File: src/rtl/ddr_wr_burst_ctrl.sv
// rtl/ddr_wr_burst_ctrl.sv - FIFO-to-AXI write burst controller for one frame buffer
// Purpose: pops a read FIFO through a 2-entry skid buffer and writes the words out
//   as fixed-length AXI bursts at consecutive addresses until a frame is complete.
// Ports:
//   clk, tb_rst                        clock, async active-high reset
//   frame_start                        one-cycle pulse starting a frame
//   fifo_rd_data/fifo_rd_water_level   FIFO read data (1-cycle latency) and occupancy
//   fifo_rd_en                         FIFO pop
//   awaddr/awlen/awvalid/awready       AXI write-address channel
//   wdata/wlast/wvalid/wready          AXI write-data channel
//   bvalid/bready                      AXI write-response channel
//   busy, frame_done                   status: not idle / one-cycle end-of-frame pulse
module ddr_wr_burst_ctrl #(
  parameter int DATA_W                 = 128,
  parameter int LEVEL_W                = 11,
  parameter int BURST_LEN              = 16,
  parameter int ADDR_W                 = 28,
  parameter logic [ADDR_W-1:0] BASE_ADDR = '0,
  parameter int FRAME_BEATS            = 98304
) (
  input  logic               clk,
  input  logic               tb_rst,
  input  logic               frame_start,
  input  logic [DATA_W-1:0]  fifo_rd_data,
  input  logic [LEVEL_W-1:0] fifo_rd_water_level,
  output logic               fifo_rd_en,
  output logic [ADDR_W-1:0]  awaddr,
  output logic [7:0]         awlen,
  output logic               awvalid,
  input  logic               awready,
  output logic [DATA_W-1:0]  wdata,
  output logic               wlast,
  output logic               wvalid,
  input  logic               wready,
  input  logic               bvalid,
  output logic               bready,
  output logic               busy,
  output logic               frame_done
);

  localparam int CNT_W = $clog2(FRAME_BEATS + 1);
  localparam logic [ADDR_W-1:0] ADDR_INC = ADDR_W'(BURST_LEN * (DATA_W / 8));
  localparam logic [8:0]        BURST_N  = 9'(BURST_LEN);
  localparam logic [CNT_W-1:0]  BURST_C  = CNT_W'(BURST_LEN);
  localparam logic [CNT_W-1:0]  FRAME_C  = CNT_W'(FRAME_BEATS);

  typedef enum logic [2:0] {IDLE, WAIT_LVL, ADDR, DATA, RESP} state_t;
  state_t state, state_nxt;

  logic [ADDR_W-1:0] next_addr;
  logic [CNT_W-1:0]  beat_cnt;
  logic              pending;
  logic [8:0]        pop_cnt;   // pops issued in the current burst
  logic [8:0]        hs_cnt;    // W handshakes completed in the current burst
  logic              inflight;  // a pop was issued last cycle, its data is on fifo_rd_data now
  logic [DATA_W-1:0] skid0, skid1;
  logic [1:0]        skid_cnt;

  logic       w_hs, last_burst, pend_now;
  logic [2:0] occ_after;

  assign wvalid     = (skid_cnt != 2'd0);
  assign wdata      = wvalid ? skid0 : '0;
  assign wlast      = wvalid && (hs_cnt == BURST_N - 9'd1);
  assign w_hs       = wvalid && wready;
  assign busy       = (state != IDLE);
  assign last_burst = (beat_cnt + BURST_C == FRAME_C);
  // A frame_start on the boundary cycle itself counts the same as a latched one.
  assign pend_now   = pending || frame_start;
  // Occupancy once this cycle's arrival and drain settle; counting the drain keeps
  // the pipe full with no bubbles while wready stays high.
  assign occ_after  = 3'(skid_cnt) + 3'(inflight) - 3'(w_hs);

  always_ff @(posedge clk or posedge tb_rst) begin
    if (tb_rst) state <= IDLE;
    else        state <= state_nxt;
  end

  always_comb begin
    state_nxt  = state;
    fifo_rd_en = 1'b0;
    awvalid    = 1'b0;
    awaddr     = '0;
    awlen      = '0;
    bready     = 1'b0;
    case (state)
      IDLE:     if (frame_start) state_nxt = WAIT_LVL;
      WAIT_LVL: if (fifo_rd_water_level >= LEVEL_W'(BURST_LEN)) state_nxt = ADDR;
      ADDR: begin
        awvalid = 1'b1;
        awaddr  = next_addr;
        awlen   = 8'(BURST_LEN - 1);
        if (awready) state_nxt = DATA;
      end
      DATA: begin
        fifo_rd_en = (pop_cnt < BURST_N) && (occ_after < 3'd2);
        if (w_hs && wlast) state_nxt = RESP;
      end
      RESP: begin
        bready = 1'b1;
        if (bvalid) state_nxt = (pend_now || !last_burst) ? WAIT_LVL : IDLE;
      end
      default: state_nxt = IDLE;
    endcase
  end

  always_ff @(posedge clk or posedge tb_rst) begin
    if (tb_rst) begin
      next_addr  <= BASE_ADDR;
      beat_cnt   <= '0;
      pending    <= 1'b0;
      pop_cnt    <= '0;
      hs_cnt     <= '0;
      inflight   <= 1'b0;
      skid0      <= '0;
      skid1      <= '0;
      skid_cnt   <= '0;
      frame_done <= 1'b0;
    end else begin
      inflight   <= fifo_rd_en;
      frame_done <= (state == RESP) && bvalid && !pend_now && last_burst;

      if (state == ADDR)   pop_cnt <= '0;
      else if (fifo_rd_en) pop_cnt <= pop_cnt + 9'd1;

      if (state == ADDR) hs_cnt <= '0;
      else if (w_hs)     hs_cnt <= hs_cnt + 9'd1;

      case ({inflight, w_hs})
        2'b10: begin
          if (skid_cnt == 2'd0) skid0 <= fifo_rd_data;
          else                  skid1 <= fifo_rd_data;
          skid_cnt <= skid_cnt + 2'd1;
        end
        2'b01: begin
          skid0    <= skid1;
          skid_cnt <= skid_cnt - 2'd1;
        end
        2'b11: begin
          if (skid_cnt == 2'd1) skid0 <= fifo_rd_data;
          else begin
            skid0 <= skid1;
            skid1 <= fifo_rd_data;
          end
        end
        default: ;
      endcase

      if (state == IDLE) begin
        if (frame_start) begin
          next_addr <= BASE_ADDR;
          beat_cnt  <= '0;
        end
      end else if (state == RESP && bvalid) begin
        pending <= 1'b0;
        if (pend_now) begin
          next_addr <= BASE_ADDR;
          beat_cnt  <= '0;
        end else begin
          next_addr <= next_addr + ADDR_INC;
          beat_cnt  <= beat_cnt + BURST_C;
        end
      end else if (frame_start) begin
        pending <= 1'b1;
      end
    end
  end

endmodule

File: config.mk
export PLATFORM = sky130hd
export DESIGN_NAME = ddr_wr_burst_ctrl
export DESIGN_NICKNAME = d
export VERILOG_FILES = /design/src/rtl/ddr_wr_burst_ctrl.sv
export SDC_FILE = /design/constraint.sdc
export NUM_CORES = 1
export LEC_CHECK = 0
export ABC_AREA = 1
export CAP_MARGIN = 20
export CELL_PAD_IN_SITES_DETAIL_PLACEMENT = 1
export CELL_PAD_IN_SITES_GLOBAL_PLACEMENT = 2
export CORE_UTILIZATION = 33
export CTS_BUF_LIST = sky130_fd_sc_hd__clkbuf_8
export DETAILED_ROUTE_END_ITERATION = 7
export PLACE_DENSITY_LB_ADDON = 0.2
export SYNTH_ARGS = -nofsm -noshare
export SYNTH_HDL_FRONTEND = slang
export SYNTH_SLANG_ARGS = --single-unit
export TNS_END_PERCENT = 50
File: constraint.sdc
create_clock -name clk -period 18 [get_ports clk]
set_clock_uncertainty 0.1 [all_clocks]
set_input_delay 3.6 -clock clk [delete_from_list [all_inputs] [get_ports clk]]
set_output_delay 3.6 -clock clk [all_outputs]
set_load 0.1 [all_outputs]
== Word level (Yosys, flattened, before mapping) ==
Cells that the tools add are included.
W data, S select, Z words.

* Add/subtract/negate cells: 8
* Order comparisons: 3
* Equal/unequal tests: 18
* Mux-type cells: 34
* Bitwise gates (word level): 1
* Reductions and logical operators: 27

{| class="wikitable"
|+ Operators with widths
! operator !! number
|-
| $mux W128 || 5
|-
| $pmux W128 S3 || 1
|-
| $pmux W128 S2 || 1
|-
| $mux W28 || 5
|-
| $mux W17 || 4
|-
| $mux W9 || 4
|-
| $add A28 B9 Y28 const B || 1
|-
| $add A9 B1 Y9 const B || 2
|-
| $add A17 B5 Y17 const B || 1
|-
| $eq A17 B17 Y1 const B || 1
|-
| $ne A2 B2 Y1 const B || 8
|-
| $mux W3 || 5
|-
| $pmux W3 S5 || 1
|-
| $reduce_bool A2 Y1 || 7
|-
| $ge A11 B5 Y1 const B || 1
|-
| $eq A9 B4 Y1 const B || 1
|-
| $lt A9 B5 Y1 const B || 1
|-
| $logic_and A1 B1 Y1 || 7
|-
| $eq A3 B2 Y1 const B || 2
|-
| $mux W1 || 6
|-
| $reduce_and A2 Y1 || 3
|-
| $reduce_bool A3 Y1 || 2
|-
| $reduce_and A5 Y1 || 1
|-
| $eq A2 B1 Y1 const B || 2
|-
| other kinds (16) || 19
|}

* Bits in registers: 327
* Input bits: 145
* Output and inout port bits: 171

== Logic depth before layout (Yosys ltp) ==
* Depth in word-level cells: 8
* Depth in mapped cells: 14
* Gate-level depth less buffers: 14

== Worst setup path after synthesis ==
Ideal clock, no wire load.

* Path type: input to output
* Start: input wready
* End: output fifo_rd_en
* Data arrival time: 5651 ps
* Data required time: 14300 ps
* Path slack: 8649 ps
* Stages on the path: 8
* Cells stage by stage: inv_1 -> nor2_4 -> ha_1 -> nor2_1 -> fa_1 -> nor3_1 -> nand3_1 -> inv_1

* Longest elaborated chain between the ends: 5

{| class="wikitable"
|+ Ends and longest elaborated chain
! element !! line !! source
|-
| start: declaration || 34 || <nowiki>input logic wready,</nowiki>
|-
| $logic_and A1 B1 Y1 || 65 || <nowiki>assign w_hs = wvalid && wready;</nowiki>
|-
| $sub A3 B1 Y3 || 72 || <nowiki>assign occ_after = 3'(skid_cnt) + 3'(inflight) - 3'(w_hs);</nowiki>
|-
| $lt A3 B2 Y1 || 96 || <nowiki>fifo_rd_en = (pop_cnt < BURST_N) && (occ_after < 3'd2);</nowiki>
|-
| $logic_and A1 B1 Y1 || 96 ||
|-
| $mux W1 || 86 || <nowiki>case (state)</nowiki>
|-
| end: declaration || 26 || <nowiki>output logic fifo_rd_en,</nowiki>
|}

Every way passes these cells.

== Worst setup path after layout ==
Same ends and word-level chain as after synthesis.

==> metrics.cfg <==
[worst_setup_path]
timing_worst_setup_path_type=in -> out
crit_fanout=11
cp_data_arrival_time_ns=7.05
reg2regPathDepth=10
number_of_buffers_and_inverters_on_the_critical_path=4
timing.critical_path.required_ns=14.30
critical-path-max-stage-delay_ns=1.16
critical_path_depth=10
timing.critical_path.from_type=input pin
cpLargestDelayFamily=buffers and inverters
timing.critical_path.slowest_stage_cell=sky130_fd_sc_hd__clkdlybuf4s50_1
timing.critical_path.cells=clkdlybuf4s50_1 -> inv_1 -> nor2_4 -> ha_1 -> nor2_1 -> fa_1 -> nor3_1 -> nand3_1 -> inv_1 -> clkdlybuf4s50_1
timing.critical_path.to_type=output port

[route]
initialDrtViolationCount=693
detail-route-antenna-nets=0
detailed_route_drc_error_count=0
routedWlPerCell_um=15.9
routed_via_density=4.66
vias_after_detailed_routing=13500
route.final.wire_length_mm=46.1
drt_pre_antenna_iters=4

[cts]
clk_latency_ns=0.63
tritoncts_clock_tree=yes
post_cts_hold_buffer_count=0
cts_setup_buffers=0
clock-sinks=315
cts-htree-levels=2
cts_inserted_buffers=58
ctsResizeCount=0
cts_root_buffer=sky130_fd_sc_hd__clkbuf_8
cts-root-to-sink-buffers=3
cts.reportedPaths.clkPinSlew_ns=0.06

[placed_design]
placement.io_buffers=299
post-dp-hpwl_mm=29.8
place_area_mm2=0.0188
place_inst=2798
gp_weighted_congestion=0.757
preCtsSetupSlack_ns=7.25

[grt]
wire_length_of_the_first_global_routing_pass_mm=75.9
grt_antenna_before_repair=6
gr-total-overflow=0
globalRouteTotalUtil_pct=19.8
via_count_of_the_first_global_routing_pass=14600
largest_net_degree_at_the_start_of_global_routing=160

[synthesis]
ys_ff_latch=315
netlist_area_mm2=0.0155
synthDistinctLibCells=38
syn_avg_cell_area_um2=7.76
number_of_warning_messages_in_the_yosys_log=0
sequential_share_of_the_synthesized_area_pct=50.9
syn-instance-count=1995

[power_and_ir_drop]
cellLeakagePower_nw=9.55
power-per-cell-area_mw_per_mm2=204
vdd_ir_drop_max_v=0.000157

[run_status]
outcome=complete, no violations

[min_path]
holdPathStages=2
min-delay-path-class=reg -> reg

[floorplanning]
num_rows=78
die_height_um=219
number_of_ports_placed_on_the_die_boundary=316
die_w_um=219
dieArea_mm2=0.0478
core_mm2=0.0458
start_util_pct=33.8

[cells_and_area]
cell_area_after_layout_mm2=0.0199
finish.utilization_pct=43.6
syn2layout_area_growth_pct=28.9
layout-drive-gt1-share_pct=5.56
final_cell_count_no_fill=2903
final_nets=2414

[run]
drv_cap=0

[timing]
period_minus_slack_ns=10.75
timing_hold_violations_final=0
period_share_pct=59.7
fmaxAchievable_mhz=93.0
timing.setup.tns_ns=0
final.setup.worst_slack_ns=7.25
worst_slew_margin_rel_pct=26.7
drv_slew=0
setup_viol=0
timing_worst_slew_pin_value_ns=1.10
rsz_0062_raised_after_global_routing=no

## worst reg2reg max path, stage by stage (launching register included)
cell                      delay (ns)
sky130_fd_sc_hd__dfrtp_1        0.39
sky130_fd_sc_hd__inv_1          0.18
sky130_fd_sc_hd__ha_4           0.70
sky130_fd_sc_hd__nor2_4         0.20
sky130_fd_sc_hd__ha_1           0.34
sky130_fd_sc_hd__nand2_1        0.17
sky130_fd_sc_hd__o21ai_0        0.17
sky130_fd_sc_hd__o21ai_4        0.10
sky130_fd_sc_hd__buf_4          0.56
sky130_fd_sc_hd__buf_4          0.82
sky130_fd_sc_hd__o21ai_0        0.24
## where the power goes
group | internal [mW] | switching (mW) | leakage [nW]
Sequential | 0.970 | 0.106 | 4.06
Clock | 0.371 | 0.308 | 0.679
Combinational | 0.524 | 1.79 | 4.81
## cell usage in the layout, fill, tap and decap left out, types with 2 or more instances in the layout
| cell | n |
|---|---|
| sky130_fd_sc_hd__xor2_1 | 3 |
| sky130_fd_sc_hd__nor2_4 | 6 |
| sky130_fd_sc_hd__nor2_2 | 5 |
| sky130_fd_sc_hd__nor2_1 | 201 |
| sky130_fd_sc_hd__nor3_1 | 10 |
| sky130_fd_sc_hd__dfrtp_1 | 315 |
| sky130_fd_sc_hd__nand4_1 | 5 |
| sky130_fd_sc_hd__diode_2 | 2 |
| sky130_fd_sc_hd__clkinv_2 | 5 |
| sky130_fd_sc_hd__nand3_2 | 3 |
| sky130_fd_sc_hd__inv_1 | 477 |
| sky130_fd_sc_hd__nand2_2 | 6 |
| sky130_fd_sc_hd__conb_1 | 12 |
| sky130_fd_sc_hd__a21oi_1 | 17 |
| sky130_fd_sc_hd__clkdlybuf4s50_1 | 299 |
| sky130_fd_sc_hd__o21ai_4 | 3 |
| sky130_fd_sc_hd__buf_4 | 14 |
| sky130_fd_sc_hd__xnor2_1 | 4 |
| sky130_fd_sc_hd__o21ai_1 | 27 |
| sky130_fd_sc_hd__nor4_1 | 4 |
| sky130_fd_sc_hd__o22ai_1 | 140 |
| sky130_fd_sc_hd__nand2_1 | 350 |
| sky130_fd_sc_hd__inv_2 | 5 |
| sky130_fd_sc_hd__ha_1 | 9 |
| sky130_fd_sc_hd__o21ai_0 | 264 |
| sky130_fd_sc_hd__nand3_1 | 28 |
| sky130_fd_sc_hd__nor3_2 | 2 |
| sky130_fd_sc_hd__clkbuf_8 | 72 |
## path summary, 6_finish.rpt
kind                                          to  slack [ns]               startpoint
min                        skid1[51]$_DFFE_PP0P_        0.38    skid1[51]$_DFFE_PP0P_
max                                   fifo_rd_en        7.25                   wready
min reg2reg                skid1[51]$_DFFE_PP0P_        0.38    skid1[51]$_DFFE_PP0P_
max reg2reg                skid1[56]$_DFFE_PP0P_       13.89  skid_cnt[1]$_DFFE_PP0P_
min in group asynchronous  skid1[38]$_DFFE_PP0P_        3.40                   tb_rst
max in group asynchronous  skid1[96]$_DFFE_PP0P_       12.94                   tb_rst
## cells in the mapped netlist
cell / n / area, um2
sky130_fd_sc_hd__inv_1: 454 / 1700
sky130_fd_sc_hd__nand2_1: 350 / 1310
sky130_fd_sc_hd__dfrtp_1: 315 / 7880
sky130_fd_sc_hd__o21ai_0: 265 / 1330
sky130_fd_sc_hd__nor2_1: 201 / 754
sky130_fd_sc_hd__o22ai_1: 140 / 876
sky130_fd_sc_hd__buf_2: 62 / 310
sky130_fd_sc_hd__nand3_1: 28 / 140
sky130_fd_sc_hd__clkbuf_1: 27 / 101
sky130_fd_sc_hd__o21ai_1: 27 / 135
sky130_fd_sc_hd__buf_4: 26 / 195
sky130_fd_sc_hd__a21oi_1: 18 / 90.1
sky130_fd_sc_hd__ha_1: 10 / 125
sky130_fd_sc_hd__nor3_1: 10 / 50.1
sky130_fd_sc_hd__nand2_2: 6 / 37.5
sky130_fd_sc_hd__nor2_4: 6 / 67.6
sky130_fd_sc_hd__inv_2: 5 / 18.8
sky130_fd_sc_hd__nand4_1: 5 / 31.3
sky130_fd_sc_hd__nor2_2: 5 / 31.3
sky130_fd_sc_hd__buf_1: 4 / 15.0
sky130_fd_sc_hd__nor4_1: 4 / 25.0
sky130_fd_sc_hd__xnor2_1: 4 / 35.0
sky130_fd_sc_hd__nand3_2: 3 / 30.0
sky130_fd_sc_hd__xor2_1: 3 / 26.3
sky130_fd_sc_hd__buf_6: 2 / 22.5
sky130_fd_sc_hd__nor3_2: 2 / 20.0
sky130_fd_sc_hd__o21ai_2: 2 / 17.5
sky130_fd_sc_hd__a221oi_1: 1 / 8.76
sky130_fd_sc_hd__a22o_1: 1 / 8.76
sky130_fd_sc_hd__a2bb2oi_1: 1 / 8.76
sky130_fd_sc_hd__a31oi_1: 1 / 6.26
sky130_fd_sc_hd__clkbuf_2: 1 / 5.00
sky130_fd_sc_hd__conb_1: 1 / 3.75
sky130_fd_sc_hd__fa_1: 1 / 20.0
sky130_fd_sc_hd__nand3b_1: 1 / 7.51
sky130_fd_sc_hd__o221ai_1: 1 / 8.76
sky130_fd_sc_hd__o22a_1: 1 / 8.76
sky130_fd_sc_hd__or2_2: 1 / 6.26
## registers in the layout (all words and copies together), names as in the netlist, 2 cells and up
name       cells
beat_cnt      13
hs_cnt         9
next_addr     20
pop_cnt        9
skid0        128
skid1        128
skid_cnt       2
state          3
## final cells by class
type | instances | area [um2]
diodes | 2 | 5.00
clock buffers | 72 | 991
clock inverters | 31 | 153
fillers | 5602 | 25800
inverters | 459 | 1730
multi-input cells | 1110 | 5310
flip-flops and latches | 315 | 7880
well taps | 600 | 751
repair buffers | 314 | 3120
## metrics by stage
step	hold slack (ns)	power, mW
global route	0.410	4.34
detailed placement	0.373	3.42
finish	0.381	4.07
global placement	0.365	3.38
floorplan	0.353	2.86
CTS	0.387	4.13
## logic make-up after synthesis
family | Yosys count | share of synthesized area [%]
fa+ha+maj | 11 | 0.938
other cells | 1 | 0.0242
xor+xnor | 7 | 0.396
compound gates | 458 | 16.1
simple gates | 622 | 16.3
buf+inv | 581 | 15.3
flops | 315 | 50.9
## per-layer routing
metal | routed length (um) | vias to the layer above | global-route usage, %
li1 | - | 6675 | -
met1 | 21300 | 6550 | 25.7
met2 | 21400 | 232 | 32.7
met3 | 2280 | 65 | 4.50
met4 | 965 | 6 | 5.94
met5 | 43 | - | 0
No activity file was read; power rests on OpenSTA's default activity.
